===== config.mk =====
export PLATFORM = sky130hd
export DESIGN_NAME = eth_rx_tlp_extract
export DESIGN_NICKNAME = d
export VERILOG_FILES = /design/src/rtl/eth_rx_tlp_extract.sv
export SDC_FILE = /design/constraint.sdc
export NUM_CORES = 1
export LEC_CHECK = 0
export CORE_AREA = 2 2 231 119
export DETAILED_ROUTE_END_ITERATION = 16
export DIE_AREA = 0 0 233 121
export PLACE_DENSITY_LB_ADDON = 0.15
export SLEW_MARGIN = 20
export SYNTH_ARGS = -nofsm -noshare
export SYNTH_HDL_FRONTEND = slang
export SYNTH_SLANG_ARGS = --single-unit

===== constraint.sdc =====
create_clock -name clk156 -period 2.2 [get_ports clk156]
set_clock_uncertainty 0.05 [all_clocks]
set_input_delay 0.22 -clock clk156 [delete_from_list [all_inputs] [get_ports clk156]]
set_output_delay 0.22 -clock clk156 [all_outputs]
set_load 0.02 [all_outputs]

===== src/rtl/eth_rx_tlp_extract.sv =====
// NetTLP receive decapsulator: validates the 6-beat Eth/IPv4/UDP/NetTLP header, forwards TLP beats through one output register.
// Latency 1 cycle, 1 beat/cycle; input stalls only while that register is full. Optional drop reporting: ETH_RX_DROP_CAUSE_EN.
module eth_rx_tlp_extract #(
  parameter logic [15:0] UDP_PORT_BASE = 16'h3000,
  parameter logic [15:0] UDP_PORT_MASK = 16'hFFE0,
  parameter int          CNT_WIDTH     = 32
) (
  input  logic                 clk156,
  input  logic                 sys_rst156_n,
  input  logic [31:0]          local_ip,
  input  logic                 s_axis_tvalid,
  output logic                 s_axis_tready,
  input  logic [63:0]          s_axis_tdata,
  input  logic [7:0]           s_axis_tkeep,
  input  logic                 s_axis_tlast,
  input  logic                 s_axis_tuser,
  output logic                 m_axis_tvalid,
  input  logic                 m_axis_tready,
  output logic [63:0]          m_axis_tdata,
  output logic [7:0]           m_axis_tkeep,
  output logic                 m_axis_tlast,
  output logic                 m_axis_tuser,
  output logic [15:0]          tlp_seq,
  output logic [31:0]          tlp_tstamp,
  output logic [CNT_WIDTH-1:0] stat_rx_ok,
  output logic [CNT_WIDTH-1:0] stat_rx_drop
`ifdef ETH_RX_DROP_CAUSE_EN
  ,
  output logic [2:0]           drop_cause,
  output logic                 drop_valid
`endif
);

  typedef enum logic [1:0] {ST_HDR, ST_FWD, ST_DROP} state_t;

  state_t      state_q;
  logic [2:0]  idx_q;
  logic        resync_q;
  logic        first_q;
  logic [3:0]  fail_q;
  logic [3:0]  fail_now;
  logic [3:0]  fail_d;
  logic [15:0] seq_sh_q;
  logic [31:0] ts_sh_q;
  logic [7:0]  b [8];
  logic        in_hs;

  function automatic logic [CNT_WIDTH-1:0] sat_inc(input logic [CNT_WIDTH-1:0] v);
    return (&v) ? v : v + {{(CNT_WIDTH-1){1'b0}}, 1'b1};
  endfunction

`ifdef ETH_RX_DROP_CAUSE_EN
  function automatic logic [2:0] hdr_cause(input logic [3:0] f);
    if (f[0]) return 3'd2;
    if (f[1]) return 3'd3;
    if (f[2]) return 3'd4;
    if (f[3]) return 3'd5;
    return 3'd0;
  endfunction
`endif

  // Header and drop phases never stall the MAC; only a full output register does.
  always_comb begin
    s_axis_tready = 1'b1;
    if (!sys_rst156_n) begin
      s_axis_tready = 1'b0;
    end else if (!resync_q && state_q == ST_FWD) begin
      s_axis_tready = ~m_axis_tvalid | m_axis_tready;
    end
  end

  assign in_hs = s_axis_tvalid & s_axis_tready;

  // fail bits: [0] ethertype/version, [1] protocol, [2] dst IP, [3] UDP port
  always_comb begin
    for (int i = 0; i < 8; i++) b[i] = s_axis_tdata[8*i +: 8];
    fail_now = 4'b0;
    case (idx_q)
      3'd1: fail_now[0] = (b[4] != 8'h08) || (b[5] != 8'h00) || (b[6] != 8'h45);
      3'd2: fail_now[1] = (b[7] != 8'h11);
      3'd3: fail_now[2] = ({b[6], b[7]} != local_ip[31:16]);
      3'd4: begin
        fail_now[2] = ({b[0], b[1]} != local_ip[15:0]);
        fail_now[3] = (({b[4], b[5]} & UDP_PORT_MASK) != UDP_PORT_BASE);
      end
      default: fail_now = 4'b0;
    endcase
    fail_d = ((idx_q == 3'd0) ? 4'b0 : fail_q) | fail_now;
  end

  always_ff @(posedge clk156) begin
    if (!sys_rst156_n) begin
      state_q       <= ST_HDR;
      idx_q         <= 3'd0;
      resync_q      <= 1'b1;
      first_q       <= 1'b0;
      fail_q        <= 4'b0;
      seq_sh_q      <= 16'h0;
      ts_sh_q       <= 32'h0;
      m_axis_tvalid <= 1'b0;
      m_axis_tdata  <= 64'h0;
      m_axis_tkeep  <= 8'h0;
      m_axis_tlast  <= 1'b0;
      m_axis_tuser  <= 1'b0;
      tlp_seq       <= 16'h0;
      tlp_tstamp    <= 32'h0;
      stat_rx_ok    <= '0;
      stat_rx_drop  <= '0;
`ifdef ETH_RX_DROP_CAUSE_EN
      drop_cause    <= 3'd0;
      drop_valid    <= 1'b0;
`endif
    end else begin
`ifdef ETH_RX_DROP_CAUSE_EN
      drop_valid <= 1'b0;
`endif
      if (m_axis_tvalid && m_axis_tready) m_axis_tvalid <= 1'b0;
      if (in_hs) begin
        if (resync_q) begin
          // After reset the stream position is unknown: skip to the next frame boundary.
          if (s_axis_tlast) resync_q <= 1'b0;
        end else begin
          case (state_q)
            ST_HDR: begin
              fail_q <= fail_d;
              if (idx_q == 3'd5) begin
                seq_sh_q <= {b[2], b[3]};
                ts_sh_q  <= {b[4], b[5], b[6], b[7]};
              end
              if (s_axis_tlast) begin
                idx_q        <= 3'd0;
                stat_rx_drop <= sat_inc(stat_rx_drop);
`ifdef ETH_RX_DROP_CAUSE_EN
                drop_cause   <= 3'd1;
                drop_valid   <= 1'b1;
`endif
              end else if (idx_q == 3'd5) begin
                idx_q   <= 3'd0;
                first_q <= 1'b1;
                state_q <= (fail_d == 4'b0) ? ST_FWD : ST_DROP;
              end else begin
                idx_q <= idx_q + 3'd1;
              end
            end
            ST_FWD: begin
              m_axis_tvalid <= 1'b1;
              m_axis_tdata  <= s_axis_tdata;
              m_axis_tkeep  <= s_axis_tkeep;
              m_axis_tlast  <= s_axis_tlast;
              m_axis_tuser  <= s_axis_tlast & s_axis_tuser;
              if (first_q) begin
                first_q    <= 1'b0;
                tlp_seq    <= seq_sh_q;
                tlp_tstamp <= ts_sh_q;
              end
              if (s_axis_tlast) begin
                state_q <= ST_HDR;
                if (s_axis_tuser) begin
                  stat_rx_drop <= sat_inc(stat_rx_drop);
`ifdef ETH_RX_DROP_CAUSE_EN
                  drop_cause   <= 3'd6;
                  drop_valid   <= 1'b1;
`endif
                end else begin
                  stat_rx_ok <= sat_inc(stat_rx_ok);
                end
              end
            end
            default: begin
              if (s_axis_tlast) begin
                state_q      <= ST_HDR;
                stat_rx_drop <= sat_inc(stat_rx_drop);
`ifdef ETH_RX_DROP_CAUSE_EN
                drop_cause   <= hdr_cause(fail_q);
                drop_valid   <= 1'b1;
`endif
              end
            end
          endcase
        end
      end
    end
  end

endmodule

Yosys cells after proc, flatten, opt, wreduce, memory -nomap -nowiden

Cells that the tools add are included.

Bits of input ports: 110
Output and inout port bits: 188
Word-level logic and storage cells: 92
Register bits: 246

Eq/ne operators: 15
Bitwise gates (word level): 8
Mux-type cells: 28
Add/sub/neg operators: 3
Reductions and logical operators: 22

Operators by type and width:

| operator                                               | count |
|---|---|
| 2-to-1 mux 32 bit                                      | 5 |
| adder 32 x 1 -> 32 bit, second input constant          | 2 |
| AND reduction 32 bit                                   | 2 |
| inequality test 16 bit                                 | 2 |
| 2-to-1 mux 1 bit                                       | 13 |
| AND reduction 4 bit                                    | 3 |
| inequality test 11 x 9 -> 1 bit, second input constant | 1 |
| 2-to-1 mux 2 bit                                       | 5 |
| AND reduction 5 bit                                    | 2 |
| inequality test 8 x 4 -> 1 bit, second input constant  | 1 |
| inequality test 8 x 5 -> 1 bit, second input constant  | 1 |
| inequality test 8 x 7 -> 1 bit, second input constant  | 1 |
| nonzero test 8 bit                                     | 1 |
| == test 3 x 2 -> 1 bit, second input constant          | 2 |
| == test 3 bit, second input constant                   | 2 |
| 2-to-1 mux 3 bit                                       | 2 |
| inequality test 2 bit, second input constant           | 3 |
| AND reduction 3 bit                                    | 2 |
| AND reduction 6 bit                                    | 1 |
| nonzero test 2 bit                                     | 3 |
| zero test 4 bit                                        | 1 |
| 2-to-1 mux 4 bit                                       | 1 |
| inverter 1 bit                                         | 4 |
| bitwise OR 4 bit                                       | 1 |
| 11 further kinds                                       | 15 |

Depth between registers and ports, before layout

Depth after elaboration: 10
Depth in mapped cells: 8
Mapped depth without buffers: 6

Worst setup path after synthesis

Ideal clock, no wire load.

Kind: register to register
Start point: register stat_rx_drop[15]
End point: register stat_rx_drop[1]
Buffers on the path: 2
Cell stages (with the launch flop): 9
Clock period less this slack: 2.049 ns
Data arrival time: 1.871 ns
Setup slack: 0.151 ns
Library setup time: 0.128 ns
Data required time: 2.022 ns
Cells stage by stage: dfxtp_1 > and4_1 > buf_4 > nand3_2 > or4_1 > buf_2 > nand2_2 > mux2i_1 > nor2_1

Longest elaborated chain between the ends: 5
Elaborated cells between the ends (all ways): 6
Classes of those cells: 5 x mux; 1 x reduce/logical

Ends and longest elaborated chain:

| item                           | line | text |
|---|---|---|
| start, declared                | 26   | `output logic [CNT_WIDTH-1:0] stat_rx_drop` |
| start signal, assigned         | 132  | `stat_rx_drop <= sat_inc(stat_rx_drop);` |
| start signal, assigned         | 159  | `stat_rx_drop <= sat_inc(stat_rx_drop);` |
| start signal, assigned         | 172  | `stat_rx_drop <= sat_inc(stat_rx_drop);` |
| AND reduction 32 bit (*)       | 49   | `return (&v) ? v : v + {{(CNT_WIDTH-1){1'b0}}, 1'b1};` |
| 2-to-1 mux 32 bit (*)          | --   |  |
| 2-to-1 mux 32 bit (2 in a row) | --   |  |
| 2-to-1 mux 32 bit (*)          | --   |  |

Mark *: on every way between the ends. The rest lies on a longest branch, timed or not. The select of a mux whose other input is x is not followed.
A chain may end at the register's enable or synchronous reset.

Worst setup path in the final report

Start point: register stat_rx_drop[14]
End point: register stat_rx_drop[31]

Longest elaborated chain between the ends: 5
Elaborated cells between the ends (all ways): 7
Classes of those cells: 1 x add/sub; 5 x mux; 1 x reduce/logical

Ends and longest elaborated chain:

| item                                                                  | line | text |
|---|---|---|
| adder 32 x 1 -> 32 bit / AND reduction 32 bit (equally long branches) | 49   |  |
| 2-to-1 mux 32 bit (*)                                                 | 49   |  |
| 2-to-1 mux 32 bit                                                     | 158  | `if (s_axis_tuser) begin` |
| 2-to-1 mux 32 bit                                                     | 156  | `if (s_axis_tlast) begin` |
| 2-to-1 mux 32 bit (*)                                                 | --   |  |

Marked as above.

==> impl_metrics.toml <==
[grt]
grt_pass1_wl_mm = 50.1
grt_pass1_vias = 9579
grt_max_degree = 179
antenna_found_initial = 2
overflow = 0
grt_use_total_pct = 22.0

[critical_path]
r2r_slack_ns = 0.14
worstSetupStartpointType = "register"
crit_fanout = 7
arrival_ns = 2.47
critPathCaptureType = "register"
worstSetupPathType = "register to register"
crit_required_ns = 2.61

[timing]
hold_viol = 0
drv_slew = 0
slew_headroom_pct = 44.7
setup_viol = 0
post-route-period-util_pct = 93.7
whs_ns = 0.194
min_period_ns = 2.06
max_freq_mhz = 485
worstMarginPinSlew_ns = 0.829
postLayoutSetupSlackWorst_ns = 0.139

[cts]
cts_max_level = 1
clk_latency_ns = 0.53
cts_tree = "built"
clockBufferDepth = 3
clkTransAtPathRegs_ns = 0.07
cts.sinks = 246
cts_hold_buf = 0
clock-root-buffer = "clkbuf_16"
cts_buffers = 23

[power_and_ir_drop]
combinationalPowerShare_pct = 5.6
swShare_pct = 22.5
netSwitchingPower_mw = 1.99
seq_power_share_pct = 50.2
clkPwrFrac_pct = 44.1
p_total_mw = 8.88
leakagePower_nw = 5.28
peakVddDrop_v = 0.000420
internal_power_mw = 6.88
power.density_mw_per_mm2 = 584

[synth]
synth_nets = 1385
yosys_warnings = 0
ys.flop_type = "dfxtp_1"
syn-cell-area_mm2 = 0.0104
synthArstFlopShare_pct = 0
synth_seq_cells = 246
synth_area_leaders = "dfxtp_1 47%, nand2_1 14%, a21oi_1 9.1%"
synthCells = 1271
synth_area_per_cell_um2 = 8.18
yosys.area.top_type_share_pct = 47.4
synth_edf_count = 0
synth_cell_types = 72
ys_seq_area_share_pct = 47.4
synth_largest_area_cell = "dfxtp_1"

[hold_path]
hp-class = "input pin to register"

[placement]
dp_hpwl_mm = 23.0
io_buffers = 297
gp_congestion = 0.828
dp_slack_ns = -0.353

[cells_and_area]
fin_util_pct = 58.1
nets = 1741
area_growth_pct = 46.1
layout-drive-gt1-share_pct = 12.2

[floorplan]
pin_count = 298
coreArea_mm2 = 0.0261
chipHeight_um = 121
initial_utilization_pct = 39.8
die_w_um = 233
rows = 42
dieArea_mm2 = 0.0282

[route]
detail_route.wl_per_cell_um = 16.0
route.detailed.drc = 0
dr.pass1.iters = 5
avgViaCountPerCell = 5.06
num_vias = 10100
wirelength_mm = 31.9
drtIter0Drc = 532
drtAntennaViolNets = 0

[run]
cap_violations = 0

[status]
status = "finished clean"
## what timing repair did
item                       in CTS  in global routing
setup buffers                   0                  1
setup endpoints to repair       2                 11
pin swaps                       0                  2
gates resized for setup         2                  6
## stage by stage
stage	setup TNS, ns	cells	cell area (um^2)
floorplan	0	1271	10400
global placement	-2.03	1953	14400
detailed placement	-3.04	1953	14400
CTS	0	1993	15200
global route	-0.00136	1996	15200
finish	0	1996	15200
## state kept, by name (all words and copies together), names as in the netlist
register and cells:
first_q 1, ts_sh_q 32, m_axis_tuser 1, state_q 2, m_axis_tkeep 8, tlp_tstamp 32
tlp_seq 16, stat_rx_ok 32, m_axis_tlast 1, resync_q 1, seq_sh_q 16, m_axis_tdata 64
fail_q 4, idx_q 3, m_axis_tvalid 1, stat_rx_drop 32
## final cells by class
| cell class | count | area, um^2 |
|---|---|---|
| multi-input combinational | 942 | 5130 |
| clock inverter | 10 | 85.1 |
| timing repair buffer | 408 | 3940 |
| sequential | 246 | 4930 |
| antenna | 2 | 5.00 |
| clock buffer | 30 | 632 |
| inverter | 6 | 27.5 |
| tap | 352 | 440 |
| fill | 2374 | 10900 |
## Yosys cell counts, drive strengths merged, types with 2 or more instances
master,number
a2111oi,2
a211oi,6
a21oi,190
and2,10
and3,15
and4,15
buf,33
clkbuf,43
dfxtp,246
ha,4
inv,6
mux2i,8
nand2,385
nand2b,9
nand3,28
nand4,31
nand4b,3
nor2,65
nor3,19
nor3b,4
nor4,16
nor4b,5
o211ai,6
o21a,2
o21ai,13
o31ai,3
or3,8
or3b,2
or4,4
xnor2,39
xor2,38
## critical path, stage by stage (launching register included)
cell and delay [ns]:
dfxtp_1 0.42, and4_1 0.28, buf_4 0.15, nand4_1 0.25, nor4_4 0.27, buf_4 0.21
nor3_2 0.07, nand3b_1 0.13, mux2i_1 0.17
## cell families after synthesis
logic type,after synthesis,synth area share [%]
buffers and inverters,83,3.70
DFF,246,47.4
and+or+nand+nor,623,28.7
muxes,8,0.770
xor gates and xnor gates,77,6.49
AOI/OAI and AO/OA,230,12.4
adders and majority gates,4,0.482
## layout by cell type, fill, tap and decap left out, types with 6 or more instances in the layout
cell type,Yosys,final
nor3_1,15,14
and2_1,9,8
or3_1,8,8
xnor2_1,39,39
buf_12,0,11
mux2i_1,8,8
a21oi_1,190,190
nand3_1,24,24
nor4_1,13,11
nand2_1,382,380
o21ai_0,11,11
dfxtp_1,246,244
clkinv_2,0,6
nand4_1,27,27
and3_1,14,13
buf_4,4,100
nor2_1,64,63
clkbuf_16,0,23
nand2b_1,8,8
clkdlybuf4s50_1,0,296
xor2_1,38,38
and4_1,13,13
## path summary, 6_finish.rpt
path,start,endpoint,cells past startpoint
setup / recovery,stat_rx_drop[14],stat_rx_drop[31],8
hold / removal,s_axis_tkeep[1],m_axis_tkeep[1],3
setup reg to reg,stat_rx_drop[14],stat_rx_drop[31],8
hold reg to reg,seq_sh_q[5],tlp_seq[5],2
## layer usage
metal / track usage (%) / up-vias / part of all wire (%)
met5: 0 / - / 0
met4: 6.01 / 0 / 2.4
met3: 3.59 / 49 / 4.0
met2: 38.4 / 200 / 49
met1: 28.2 / 4840 / 44
li1: - / 5013 / -
## power by group through the flow
stage                     clock network, mW  logic (mW)  registers (mW)
after floorplan                           0       0.152            4.56
after CTS                              4.02       0.502            4.46
after global routing                   4.21       0.535            4.46
after global placement                    0       0.497            4.56
final                                  3.92       0.500            4.46
after detailed placement                  0       0.499            4.56
Power figures use the tool's default switching activity.
